--- src/rtl/uart_rx_fifo.sv ---
// uart_rx_fifo: Wishbone controller that drains the UART on each RX interrupt
// into a 16-entry byte FIFO, plus a Wishbone peripheral port for the CPU to
// pop bytes (DATA) and inspect/clear flags (STATUS).
module uart_rx_fifo #(
  parameter logic [31:0] ADR_DATA   = 32'h0000_0100,
  parameter logic [31:0] ADR_STAT   = 32'h0000_0101,
  parameter logic [31:0] UART_ADR   = 32'h0000_00FF,
  parameter int          DEPTH_LOG2 = 4,
  parameter logic [3:0]  TIMEOUT    = 4'd15
) (
  input  logic        clk_48_i,
  input  logic        rst_i,
  input  logic [31:0] adr_i,
  input  logic [31:0] dat_i,
  input  logic        we_i,
  input  logic        stb_i,
  input  logic        cyc_i,
  output logic [31:0] dat_o,
  output logic        ack_o,
  output logic [31:0] m_adr_o,
  output logic        m_cyc_o,
  output logic        m_stb_o,
  output logic        m_we_o,
  input  logic [31:0] m_dat_i,
  input  logic        m_ack_i,
  input  logic        uart_irq_i,
  output logic        irq_o
);

  localparam int                  DEPTH    = 1 << DEPTH_LOG2;
  localparam logic [DEPTH_LOG2:0] FULL_CNT = {1'b1, {DEPTH_LOG2{1'b0}}};
  localparam logic [DEPTH_LOG2:0] ZERO_CNT = {(DEPTH_LOG2+1){1'b0}};

  typedef enum logic [2:0] {
    M_IDLE = 3'b001,
    M_READ = 3'b010,
    M_COOL = 3'b100
  } m_state_t;

  m_state_t                state_r;
  logic [3:0]              tmo_r;
  logic                    m_cyc_r;
  logic                    m_stb_r;
  logic [7:0]              mem_r [DEPTH];
  logic [DEPTH_LOG2-1:0]   wr_ptr_r;
  logic [DEPTH_LOG2-1:0]   rd_ptr_r;
  logic [DEPTH_LOG2:0]     count_r;
  logic [DEPTH_LOG2:0]     count_next_s;
  logic                    ovf_r;
  logic                    err_r;
  logic                    irq_r;
  logic                    ack_r;
  logic [31:0]             dat_r;

  logic hit_data_s;
  logic hit_stat_s;
  logic acc_s;
  logic stat_wr_s;
  logic empty_s;
  logic full_s;
  logic pop_s;
  logic ack_in_s;
  logic push_s;
  logic push_ok_s;
  logic ovf_set_s;
  logic tmo_s;
  logic unused_s;

  // A floating or unknown UART ack must never count as an acknowledge.
  assign ack_in_s   = (m_ack_i === 1'b1);

  assign hit_data_s = (adr_i == ADR_DATA);
  assign hit_stat_s = (adr_i == ADR_STAT);
  // ack_r blocks the cycle right after an ack, so a held strobe is one access.
  assign acc_s      = cyc_i & stb_i & ~ack_r & (hit_data_s | hit_stat_s);
  assign stat_wr_s  = acc_s & hit_stat_s & we_i;

  assign empty_s    = (count_r == ZERO_CNT);
  assign full_s     = (count_r == FULL_CNT);
  assign pop_s      = acc_s & hit_data_s & ~we_i & ~empty_s;

  assign push_s     = (state_r == M_READ) & ack_in_s;
  // A same-edge pop frees a slot, so a push into a full FIFO is still taken.
  assign push_ok_s  = push_s & (~full_s | pop_s);
  assign ovf_set_s  = push_s & full_s & ~pop_s;
  // The last wait cycle is the one where the counter would decrement to 0.
  assign tmo_s      = (state_r == M_READ) & ~ack_in_s & (tmo_r <= 4'd1);

  assign unused_s   = ^{dat_i[31:12], dat_i[10:9], dat_i[7:0], m_dat_i[31:8]};

  assign m_adr_o    = UART_ADR;
  assign m_we_o     = 1'b0;
  assign m_cyc_o    = m_cyc_r;
  assign m_stb_o    = m_stb_r;
  assign ack_o      = ack_r;
  assign dat_o      = dat_r;
  assign irq_o      = irq_r;

  // Next FIFO occupancy from the push/pop pair of this cycle.
  always_comb begin
    count_next_s = count_r;
    case ({push_ok_s, pop_s})
      2'b10:   count_next_s = count_r + 1'b1;
      2'b01:   count_next_s = count_r - 1'b1;
      default: count_next_s = count_r;
    endcase
  end

  // Controller FSM: one UART read per interrupt, with ack timeout and cool-down.
  always_ff @(posedge clk_48_i or posedge rst_i) begin
    if (rst_i) begin
      state_r <= M_IDLE;
      tmo_r   <= 4'd0;
      m_cyc_r <= 1'b0;
      m_stb_r <= 1'b0;
    end else begin
      case (state_r)
        M_IDLE: begin
          if (uart_irq_i) begin
            state_r <= M_READ;
            tmo_r   <= TIMEOUT;
            m_cyc_r <= 1'b1;
            m_stb_r <= 1'b1;
          end
        end
        M_READ: begin
          if (ack_in_s || tmo_s) begin
            state_r <= M_COOL;
            m_cyc_r <= 1'b0;
            m_stb_r <= 1'b0;
          end else begin
            tmo_r   <= tmo_r - 4'd1;
          end
        end
        M_COOL: begin
          state_r <= M_IDLE;
        end
        default: begin
          state_r <= M_IDLE;
          m_cyc_r <= 1'b0;
          m_stb_r <= 1'b0;
        end
      endcase
    end
  end

  // FIFO storage; contents are meaningless after reset since pointers clear.
  always_ff @(posedge clk_48_i) begin
    if (push_ok_s) begin
      mem_r[wr_ptr_r] <= m_dat_i[7:0];
    end
  end

  // FIFO pointers, occupancy and the registered not-empty interrupt.
  always_ff @(posedge clk_48_i or posedge rst_i) begin
    if (rst_i) begin
      wr_ptr_r <= {DEPTH_LOG2{1'b0}};
      rd_ptr_r <= {DEPTH_LOG2{1'b0}};
      count_r  <= ZERO_CNT;
      irq_r    <= 1'b0;
    end else begin
      if (push_ok_s) begin
        wr_ptr_r <= wr_ptr_r + 1'b1;
      end
      if (pop_s) begin
        rd_ptr_r <= rd_ptr_r + 1'b1;
      end
      count_r <= count_next_s;
      irq_r   <= (count_next_s != ZERO_CNT);
    end
  end

  // Sticky error flags; a set event beats a same-cycle clear.
  always_ff @(posedge clk_48_i or posedge rst_i) begin
    if (rst_i) begin
      ovf_r <= 1'b0;
      err_r <= 1'b0;
    end else begin
      if (ovf_set_s) begin
        ovf_r <= 1'b1;
      end else if (stat_wr_s && dat_i[8]) begin
        ovf_r <= 1'b0;
      end
      if (tmo_s) begin
        err_r <= 1'b1;
      end else if (stat_wr_s && dat_i[11]) begin
        err_r <= 1'b0;
      end
    end
  end

  // CPU port: single-cycle registered ack and read data.
  always_ff @(posedge clk_48_i or posedge rst_i) begin
    if (rst_i) begin
      ack_r <= 1'b0;
      dat_r <= 32'h0000_0000;
    end else begin
      ack_r <= acc_s;
      if (acc_s) begin
        if (we_i) begin
          dat_r <= 32'h0000_0000;
        end else if (hit_data_s) begin
          dat_r <= pop_s ? {23'h000000, 1'b1, mem_r[rd_ptr_r]} : 32'h0000_0000;
        end else begin
          dat_r <= {20'h00000, err_r, empty_s, full_s, ovf_r, 3'b000, 5'(count_r)};
        end
      end
    end
  end

endmodule

--- config.mk ---
export PLATFORM = sky130hd
export DESIGN_NAME = uart_rx_fifo
export DESIGN_NICKNAME = d
export VERILOG_FILES = /design/src/rtl/uart_rx_fifo.sv
export SDC_FILE = /design/constraint.sdc
export NUM_CORES = 1
export LEC_CHECK = 0
export ABC_AREA = 1
export CAP_MARGIN = 20
export CORE_ASPECT_RATIO = 0.8
export CORE_MARGIN = 4
export CORE_UTILIZATION = 47
export CTS_BUF_LIST = sky130_fd_sc_hd__clkbuf_8
export DETAILED_ROUTE_END_ITERATION = 10
export GPL_ROUTABILITY_DRIVEN = 0
export PLACE_DENSITY = 0.75
export SETUP_SLACK_MARGIN = 0.3
export SLEW_MARGIN = 0
export SYNTH_ARGS = -nofsm -noshare
export SYNTH_HDL_FRONTEND = slang
export SYNTH_SLANG_ARGS = --single-unit
--- constraint.sdc ---
create_clock -name clk_48_i -period 2.14 [get_ports clk_48_i]
set_clock_uncertainty 0.1 [all_clocks]
set_input_delay 0.214 -clock clk_48_i [delete_from_list [all_inputs] [get_ports clk_48_i]]
set_output_delay 0.214 -clock clk_48_i [all_outputs]
set_load 0.005 [all_outputs]
======== Word level (Yosys, flattened, before mapping) ========
Memories as Yosys holds them, arrays and structs flattened.
Cells that the tools add are included.
operators by class
  reductions and logical operators ........ 11
  equality and inequality tests ........... 12
  bitwise operators ....................... 23
  mux-type cells .......................... 19
  $add $sub $neg .......................... 5
  magnitude comparators ................... 1
operator list
  cell                   count
  $eq A32 B9 Y1 const B  2
  $mux W12               2
  $and A1 B1 Y1          14
  $pmux W5 S2            1
  $mux W9                1
  $add A4 B1 Y4 const B  2
  $mux W1                8
  $mux W4                2
  $pmux W4 S2            1
  $not A1 Y1             7
  $mux W3                2
  $pmux W3 S2            1
  $reduce_and A3 Y1      2
  $reduce_bool A2 Y1     3
  $add A5 B1 Y5 const B  1
  $eq A5 B5 Y1 const B   1
  $logic_not A5 Y1       1
  $reduce_bool A5 Y1     1
  $sub A5 B1 Y5 const B  1
  $le A4 B1 Y1 const B   1
  $ne A2 B2 Y1 const B   2
  $sub A4 B1 Y4 const B  1
  $eq A3 B1 Y1 const B   1
  $eq A3 B2 Y1 const B   1
  other kinds (10)       12
storage, ports and cells
  bits in writable memories ............... 128
  memories ................................ 1
  register bits after elaboration ......... 57
  input port bits ......................... 103
memories
  memory  words  bits a word  read ports  clocked after Yosys merged registers in  write ports  line  text
  mem_r   16     8            1           0                                        1            44    logic [7:0] mem_r [DEPTH];

======== Longest topological paths before layout ========
Gate-level depths: netlist (run 1).
  depth in word-level cells ............... 11
  mapped depth ............................ 19
  gate-level depth less buffers ........... 19

======== Least setup slack after synthesis (run 1) ========
Ideal clock, no wire load.
  kind .................................... reg-to-reg
  start ................................... register state_r[2]
  end ..................................... register irq_r (netlist: irq_o)
  path buffers ............................ 0
  setup time .............................. 0.119 ns
  clock period less this slack ............ 2.288 ns
  stages on the path, launching flop included .. 17
  slack ................................... -0.148 ns
  arrival time ............................ 2.070 ns
  cells stage by stage .................... dfrtp_1 -> inv_1 -> nand3_2 -> nor2_1 -> inv_1 -> nand3_2 -> inv_1 -> ha_1 -> a21oi_1 -> nand2_1 -> xor2_1 -> nand2_1 -> nand2_1 -> inv_1 -> nand2_1 -> nor2_1 -> nand2_1
between the ends
  word-level cells in the longest chain between the ends .. 6
  elaborated cells on any way between the ends .. 7
  those cells by class .................... 3 x eq/ne; 1 x mux; 2 x bitwise; 1 x reduce/logical
RTL lines
  item                                          line  text
  start, declared                               40    m_state_t state_r;
  start signal, assigned                        112   state_r <= M_IDLE;
  start signal, assigned                        120   state_r <= M_READ;
  start signal, assigned                        128   state_r <= M_COOL;
  $eq A3 B2 Y1 (*)                              82    assign push_s = (state_r == M_READ) & ack_in_s;
  $and A1 B1 Y1 (*)                             82
  $and A1 B1 Y1 (*)                             84    assign push_ok_s = push_s & (~full_s | pop_s);
  $eq A2 B1 Y1 or $eq A2 B2 Y1 (tied branches)  102   case ({push_ok_s, pop_s})
  $pmux W5 S2 (*)                               102
  via count_next_s[3]                           48    logic [DEPTH_LOG2:0] count_next_s;
  $reduce_bool A5 Y1 (*)                        169   irq_r <= (count_next_s != ZERO_CNT);
  end signal, assigned                          169
  end, declared                                 51    logic irq_r;
Mark *: on every way through the listed nets, which the timed path passes. The rest lies on a longest branch.
A chain may end at the register's enable or synchronous reset.

======== Final worst setup path (run 1) ========
  start ................................... register ack_r (netlist: ack_o)
  end ..................................... memory mem_r[3][2] (enable)
between the ends
  word-level cells in the longest chain between the ends .. 10
RTL lines
  item                           line  text
  start, declared                52    logic ack_r;
  start signal, assigned         198   ack_r <= acc_s;
  $not A1 Y1                     75    assign acc_s = cyc_i & stb_i & ~ack_r & (hit_data_s | hit_stat_s);
  $and A1 B1 Y1 (2 in a row)     75
  $and A1 B1 Y1 (3 in a row)     80    assign pop_s = acc_s & hit_data_s & ~we_i & ~empty_s;
  $or A1 B1 Y1                   84
  $and A1 B1 Y1                  84
  $mux W1                        149   if (push_ok_s) begin
  $mux W1 (not written as such)  150   mem_r[wr_ptr_r] <= m_dat_i[7:0];
  end, declared                  44
No other way between the ends.

==> results of run 1 <==
[power breakdown]
group | switching [mW] | internal [mW] | leakage [nW] | total (mW)
Clock | 1.11 | 0.880 | 0.171 | 1.99
Combinational | 0.889 | 0.677 | 2.30 | 1.57
Sequential | 0.128 | 3.63 | 1.60 | 3.76
[state kept, by name (all words and copies together), names as in the netlist]
signal,flops
ovf_r,1
tmo_r,4
state_r,3
irq_o,1
err_r,1
wr_ptr_r,4
count_r,5
ack_o,1
m_stb_o,1
mem_r,128
rd_ptr_r,4
dat_o,12
[worst max path at each step]
stage / from / end
2_1_floorplan: count_r[2]$_DFF_PP0_ / irq_o$_DFF_PP0_
3_3_place_gp: adr_i[31] / irq_o$_DFF_PP0_
3_5_place_dp: adr_i[31] / irq_o$_DFF_PP0_
4_1_cts: count_r[1]$_DFF_PP0_ / irq_o$_DFF_PP0_
5_1_grt: ack_o$_DFF_PP0_ / irq_o$_DFF_PP0_
6_report: ack_o$_DFF_PP0_ / mem_r[3][2]$_DFFE_PP_
[layout make-up]
| type | instances | area [um^2] | share of cell area |
|---|---|---|---|
| sequential | 165 | 4772 | 0.4700 |
| multi-input combinational | 478 | 2848 | 0.2805 |
| timing repair buffer | 158 | 1667 | 0.1641 |
| tap | 215 | 269.0 | 0.02649 |
| inverter | 62 | 266.5 | 0.02625 |
| clock buffer | 17 | 234.0 | 0.02304 |
| clock inverter | 15 | 97.59 | 0.009612 |
[worst max-delay path: cells and delay by family, from the launching register on]
family | cells | cell delay (ns)
simple gates | 9 | 1.04
flops | 1 | 0.41
buf+inv | 3 | 0.36
[metal layers]
metal | GRT usage | up-vias | wire length [um]
met5 | 0 | - | 0
met3 | 0.03470 | 24 | 1571
met2 | 0.2931 | 265 | 9185
li1 | - | 2684 | -
met1 | 0.2794 | 2741 | 8003
met4 | 0.05436 | 0 | 278
[stage by stage]
step / utilization / worst slack [ns] / power [mW] / instance area (um^2)
6_report: 0.6364 / -0.06147 / 7.311 / 10150
2_1_floorplan: - / 0.07175 / 4.632 / 8142
3_5_place_dp: 0.5748 / -0.5723 / 5.061 / 9170
5_1_grt: 0.6364 / -0.1547 / 7.654 / 10150
4_1_cts: 0.6096 / 0.01027 / 7.082 / 9726
3_3_place_gp: 0.5748 / -0.5151 / 5.018 / 9170
[logic make-up after synthesis]
family / after synthesis / share of synthesized area
DFF: 165 / 0.6182
and+or+nand+nor: 311 / 0.1774
AOI/OAI and AO/OA: 96 / 0.07555
buffers and inverters: 144 / 0.1012
other: 2 / 0.0009731
adders and majority gates: 11 / 0.01881
xor gates and xnor gates: 7 / 0.007944
[repair_timing]
action | CTS | global route
pin swaps | 24 | 32
cloned | 0 | 2
endpoints found under the setup margin | 147 | 159
setup buffers | 10 | 20
resized for setup | 35 | 61
[layout by cell type (no fill, tap or decap), types with 5 or more instances in the layout]
cell / instances
clkdlybuf4s50_1: 58
clkinvlp_4: 5
dfrtp_1: 35
buf_12: 18
a21oi_1: 46
conb_1: 53
dlymetal6s2s_1: 5
o311ai_0: 5
nand3_4: 5
nand3_1: 47
nand2_4: 6
ha_1: 6
buf_6: 11
o21ai_1: 8
inv_1: 48
inv_2: 8
nor2_2: 10
nand3_2: 6
nor2_1: 12
edfxtp_1: 128
nand2_2: 9
xor2_1: 7
nor2_4: 26
clkbuf_8: 17
buf_4: 62
nand4_1: 5
a22oi_1: 16
clkinv_1: 8
nand2_1: 172
==> results_dict.tcl, run 1 <==
set metrics [dict create \
    status "finished, violations left" \
    violations "negative setup slack" \
    post-synth-top-area-cell "edfxtp_1" \
    yosysUniqueCellTypes 40 \
    postSynth.asyncResetShare 0.2242 \
    netlist_area_mm2 0.007717 \
    antenna_found_initial 0 \
    cts-root-buf "clkbuf_8" \
    tightest_slew_ns 0.6202 \
    grt_pass1_wl_mm 27.09 \
    hold_class "input port to asynchronous set/reset pin" \
    grtUsageTotal 0.1906 \
    fillers 1150 \
    max_freq_mhz 454.2 \
    numCtsBuffers 17 \
    wl_per_cell_um 17.15 \
    cts.sinks 165 \
    reg2reg_from "ack_o$_DFF_PP0_" \
    cp-start-kind "flop" \
    period_share 1.029 \
    drt-pass1-iter-count 5 \
    hold_viol_final 0 \
    synth_top_flop_cell "edfxtp_1" \
    place.detailed.hpwl_mm 11.88 \
    postSynthAreaPerCell_um2 10.49 \
    critPathMaxStageDelay_ns 0.41 \
    antenna_cells 0 \
    stdcell_count 1110 \
    cts.htree.levels 4 \
    r2r_end "mem_r[3][2]$_DFFE_PP_" \
    synthMostInstantiatedCell "nand2_1" \
    die_w_um 151.3 \
    slowest_stage "dfrtp_1" \
    yosysWarnings 0 \
    rr_worst_depth 12 \
    drc 0 \
    ios 172 \
    critical_path_class "flop to flop" \
    cp_data_arrival_time_ns 2.27 \
    num_rows 41 \
    placedCellCount 1046 \
    worstPathMaxFanout 6 \
    synthTopCellsByCount "nand2_1, edfxtp_1, inv_1" \
    clockBufferDepth 2 \
    setup-violations-final 41 \
    relSlewSlack 0.5852 \
    die_area_mm2 0.01855 \
    synthToLayoutAreaGrowth_pct 31.57 \
    report.final.slew_viol_count 0 \
    cellPowerDensity_mw_per_mm2 720.0 \
    ir_drop_mv 0.5669 \
    p_leak_nw 4.069 \
    fin_tns_setup_ns -1.098 \
    port_buffers 64 \
    clock_latency_ns 0.46 \
    rrSetupSlack_ns -0.06 \
    grt_max_degree 67 \
    nNetsFinal 996 \
    seq_area_frac_synth 0.6182 \
    crit_path_end_kind "flop" \
    ys_ff_latch 165 \
    period_needed_ns 2.201 \
    cts_tree "yes" \
    grt_pass1_vias 5137 \
    required_ns 2.21 \
    die_y_um 122.6 \
    ant_nets 0 \
    via_count 5714 \
    routed_via_density 5.148 \
    syn_inst 736 \
    clkSlewWorstSetupHoldPaths_ns 0.09 \
    cts_hold_buf 0 \
    hold_ws_ns 0.06527 \
    cp_cell_sequence "nor2_4 > nand2_4 > nor2_4 > buf_4 > buf_6 > nand3_4 > nand2_4 > nand2_8 > nor2_4 > nand2_4 > nor2_4 > buf_12" \
    drt_iter0_markers 574 \
    synth-edff-count 128 \
    initial_core_util 0.4837 \
    wirelength_mm 19.04 \
    synth_top_area_frac 0.4981 \
    crit_path_frequent_cell "nor2_4" \
    layout-drive-gt1-share 0.2436 \
    fin_ws_ns -0.06147 \
    max_cap_viol_count 0 \
    core_area_mm2 0.01595 \
    rsz0062_at_grt "true" \
    grt.overflow.total 0 \
    synth.area.top_cells "edfxtp_1, dfrtp_1, nand2_1" \
]
Note: power is estimated with default switching activity, not from simulation.
==> run 2: changes to the inputs <==
--- a/config.mk
+++ b/config.mk
@@ -5,7 +5,7 @@
 export SDC_FILE = /design/constraint.sdc
 export NUM_CORES = 1
 export LEC_CHECK = 0
-export ABC_AREA = 1
+export ABC_AREA = 0
 export CAP_MARGIN = 20
 export CORE_ASPECT_RATIO = 0.8
 export CORE_MARGIN = 4
@@ -13,7 +13,8 @@
 export CTS_BUF_LIST = sky130_fd_sc_hd__clkbuf_8
 export DETAILED_ROUTE_END_ITERATION = 10
 export GPL_ROUTABILITY_DRIVEN = 0
-export PLACE_DENSITY = 0.75
+export PLACE_DENSITY = 0.76
+export RECOVER_POWER = 25
 export SETUP_SLACK_MARGIN = 0.3
 export SLEW_MARGIN = 0
 export SYNTH_ARGS = -nofsm -noshare
==> results_dict.tcl, run 2 <==
set metrics [dict create \
    yosysUniqueCellTypes 48 \
    post-synth-top-area-cell "edfxtp_1" \
    hold_class "input port to flop" \
    ant_nets 0 \
    seq_area_frac_synth 0.6609 \
    final_cell_mix "edfxtp_1, buf_4, conb_1" \
    required_ns 2.35 \
    synth_top_flop_cell "edfxtp_1" \
    p_leak_nw 3.478 \
    cp_cell_sequence "nor4_4 > a211o_1 > or4_4 > a21oi_4 > buf_4 > ha_4 > a21o_1 > a21oi_2 > xor2_1 > a32oi_1 > or4b_1" \
    cts_hold_buf 0 \
    worst-path-buf-inv 1 \
    critPathMaxStageDelay_ns 0.52 \
    status "finished, violations left" \
    drt_iter0_markers 333 \
    synth_xor_area_frac 0.01456 \
    min_from "dat_i[11]" \
    numCtsBuffers 17 \
    grt_max_degree 38 \
    synth_top_area_frac 0.5325 \
    synthMostInstantiatedCell "edfxtp_1" \
    cts-root-buf "clkbuf_8" \
    ir_drop_mv 0.5432 \
    layout-drive-gt1-share 0.3902 \
    violations "negative setup slack" \
    largest_reg_flops 128 \
    synth_compound_area_frac 0.03831 \
    drc 0 \
    die_area_mm2 0.01742 \
    core_area_mm2 0.01501 \
    cts.sinks 165 \
    synthToLayoutAreaGrowth_pct 33.19 \
    ys_ff_latch 165 \
    yosysWarnings 0 \
    synthTopCellsByCount "edfxtp_1, buf_4, mux4_2" \
    stdcell_count 799 \
    wl_per_cell_um 19.76 \
    period_share 1.525 \
    die_w_um 146.6 \
    max_cap_viol_count 0 \
    regArea_mm2 0.004777 \
    layout_commonest_cell "edfxtp_1" \
    initial_core_util 0.4808 \
    antenna_found_initial 0 \
    max_freq_mhz 306.3 \
    netlist_area_mm2 0.007218 \
    cp_data_arrival_time_ns 3.48 \
    die_y_um 118.8 \
    relSlewSlack 0.3564 \
    startpoint "count_r[3]$_DFF_PP0_" \
    report.final.slew_viol_count 0 \
    synthMuxAreaShare 0.1293 \
    cts_tree "yes" \
    yosys.area_share.simple 0.06587 \
    antenna_cells 0 \
    rsz0062_at_grt "true" \
    synth.area.top_cells "edfxtp_1, dfrtp_1, mux4_2" \
    crit_path_end_kind "flop" \
    synthAdderAreaFrac 0.02011 \
    period_needed_ns 3.264 \
    port_buffers 64 \
    place.detailed.hpwl_mm 10.94 \
    largest_register "mem_r" \
    postSynthAreaPerCell_um2 16.37 \
    routed_via_density 5.279 \
    cts.htree.levels 4 \
    grtUsageTotal 0.1875 \
    setup-violations-final 156 \
    tightest_slew_ns 0.9654 \
    fin_ws_ns -1.124 \
    multiInputGateArea_mm2 0.002564 \
    clock_latency_ns 0.44 \
    num_rows 40 \
    fillers 986 \
    nNetsFinal 712 \
    clkSlewWorstSetupHoldPaths_ns 0.09 \
    placedCellCount 729 \
    grt.overflow.total 0 \
    synth_top_family_by_area "multiplexers" \
    rrSetupSlack_ns -1.12 \
    wirelength_mm 15.79 \
    cp-start-kind "flop" \
    reg2reg_from "count_r[3]$_DFF_PP0_" \
    grt_pass1_vias 4326 \
    clockBufferDepth 2 \
    postSynth.asyncResetShare 0.2242 \
    worstPathMaxFanout 4 \
    critical_path_class "flop to flop" \
    path_delay_family "simple AND/OR/NAND/NOR gates" \
    post-route-util 0.6403 \
    ios 172 \
    grt_pass1_wl_mm 24.87 \
    slowest_stage "or4b_1" \
    hold_viol_final 0 \
    cellPowerDensity_mw_per_mm2 778.5 \
    synth-edff-count 128 \
    via_count 4218 \
    drt-pass1-iter-count 4 \
    syn_inst 441 \
]
[run 2: changes by cell type after synthesis, moves of 12 or more]
cell / before / now
a21oi_1: 48 / 7
a22oi_1: 18 / 0
buf_2: 15 / 3
inv_1: 58 / 7
mux4_2: 0 / 40
nand2_1: 186 / 24
nand3_1: 53 / 0
nor2_1: 41 / 25
[run 2: per-layer routing]
| layer | global-route usage | wire, um | vias up |
|---|---|---|---|
| met1 | 0.2542 | 6661 | 2115 |
| met2 | 0.3067 | 7878 | 169 |
| met4 | 0.04172 | 208 | 0 |
| met5 | 0 | 0 | - |
| met3 | 0.05211 | 1037 | 17 |
| li1 | - | - | 1917 |
[run 2: worst paths after layout]
kind / endpoint / depth (start not counted)
worst max-delay path: irq_o$_DFF_PP0_ / 11
worst min-delay path: err_r$_DFFE_PP0P_ / 3
worst max register to register: irq_o$_DFF_PP0_ / 11
worst min register to register: err_r$_DFFE_PP0P_ / 1
max in group asynchronous: rd_ptr_r[0]$_DFFE_PP0N_ / 3
min in group asynchronous: tmo_r[3]$_DFFE_PP0P_ / 3
[run 2: power breakdown]
part / switching (mW) / internal, mW
combinational: 0.746 / 0.680
clock: 1.14 / 1.16
sequential: 0.150 / 3.61
[run 2: kinds of logic (layout without fill, tap and decap cells)]
group | count (synthesis) | after routing
XOR/XNOR | 12 | 12
buffers and inverters | 79 | 197
multiplexers | 43 | 43
AO/OA/AOI/OAI | 36 | 36
AND/OR/NAND/NOR | 93 | 93
other | 2 | 53
adder cells (fa/ha/maj) | 11 | 11
flip-flops | 165 | 165
[run 2: area by class of cell]
class                   instances  area share
clock buffers                  17     0.02434
clock inverters                14     0.01848
inverters                       7    0.003254
multi-input cells             248      0.2667
flip-flops and latches        165      0.4969
well taps                     189     0.02460
repair buffers                159      0.1658
[run 2: per-stage QoR]
stage / total power [mW] / worst slack, ns / hold slack (ns) / cell area [um^2] / TNS (ns)
detailed placement: 4.951 / -1.773 / 0.3786 / 8542 / -178.35
global placement: 4.884 / -1.630 / 0.3688 / 8542 / -171.13
floorplan: 4.459 / -1.295 / 0.2114 / 7694 / -93.96
finish: 7.485 / -1.124 / 0.3395 / 9614 / -96.63
CTS: 7.457 / -1.067 / 0.07332 / 9498 / -72.64
global route: 7.824 / -1.244 / 0.3270 / 9614 / -108.62
[run 2: timing repair]
item,4_1_cts,5_1_grt
hold endpoints to repair,0,0
setup buffers,31,8
pin swaps,29,17
setup endpoints to repair,159,162
resized for setup,122,12
[run 2: worst register-to-register path, cell delays in order (launching register included)]
cell	delay [ns]
dfrtp_1	0.40
nor4_4	0.08
a211o_1	0.30
or4_4	0.46
a21oi_4	0.22
buf_4	0.16
ha_4	0.19
a21o_1	0.19
a21oi_2	0.17
xor2_1	0.23
a32oi_1	0.13
or4b_1	0.52
==> run 3: changes to the inputs <==
--- a/config.mk
+++ b/config.mk
@@ -13,6 +13,7 @@
 export CTS_BUF_LIST = sky130_fd_sc_hd__clkbuf_8
 export DETAILED_ROUTE_END_ITERATION = 10
 export GPL_ROUTABILITY_DRIVEN = 0
+export GPL_TIMING_DRIVEN = 1
 export PLACE_DENSITY = 0.76
 export RECOVER_POWER = 25
 export SETUP_SLACK_MARGIN = 0.3
==> results of run 3 <==
The final DEF is identical to that of run 2; final timing and power are the same.
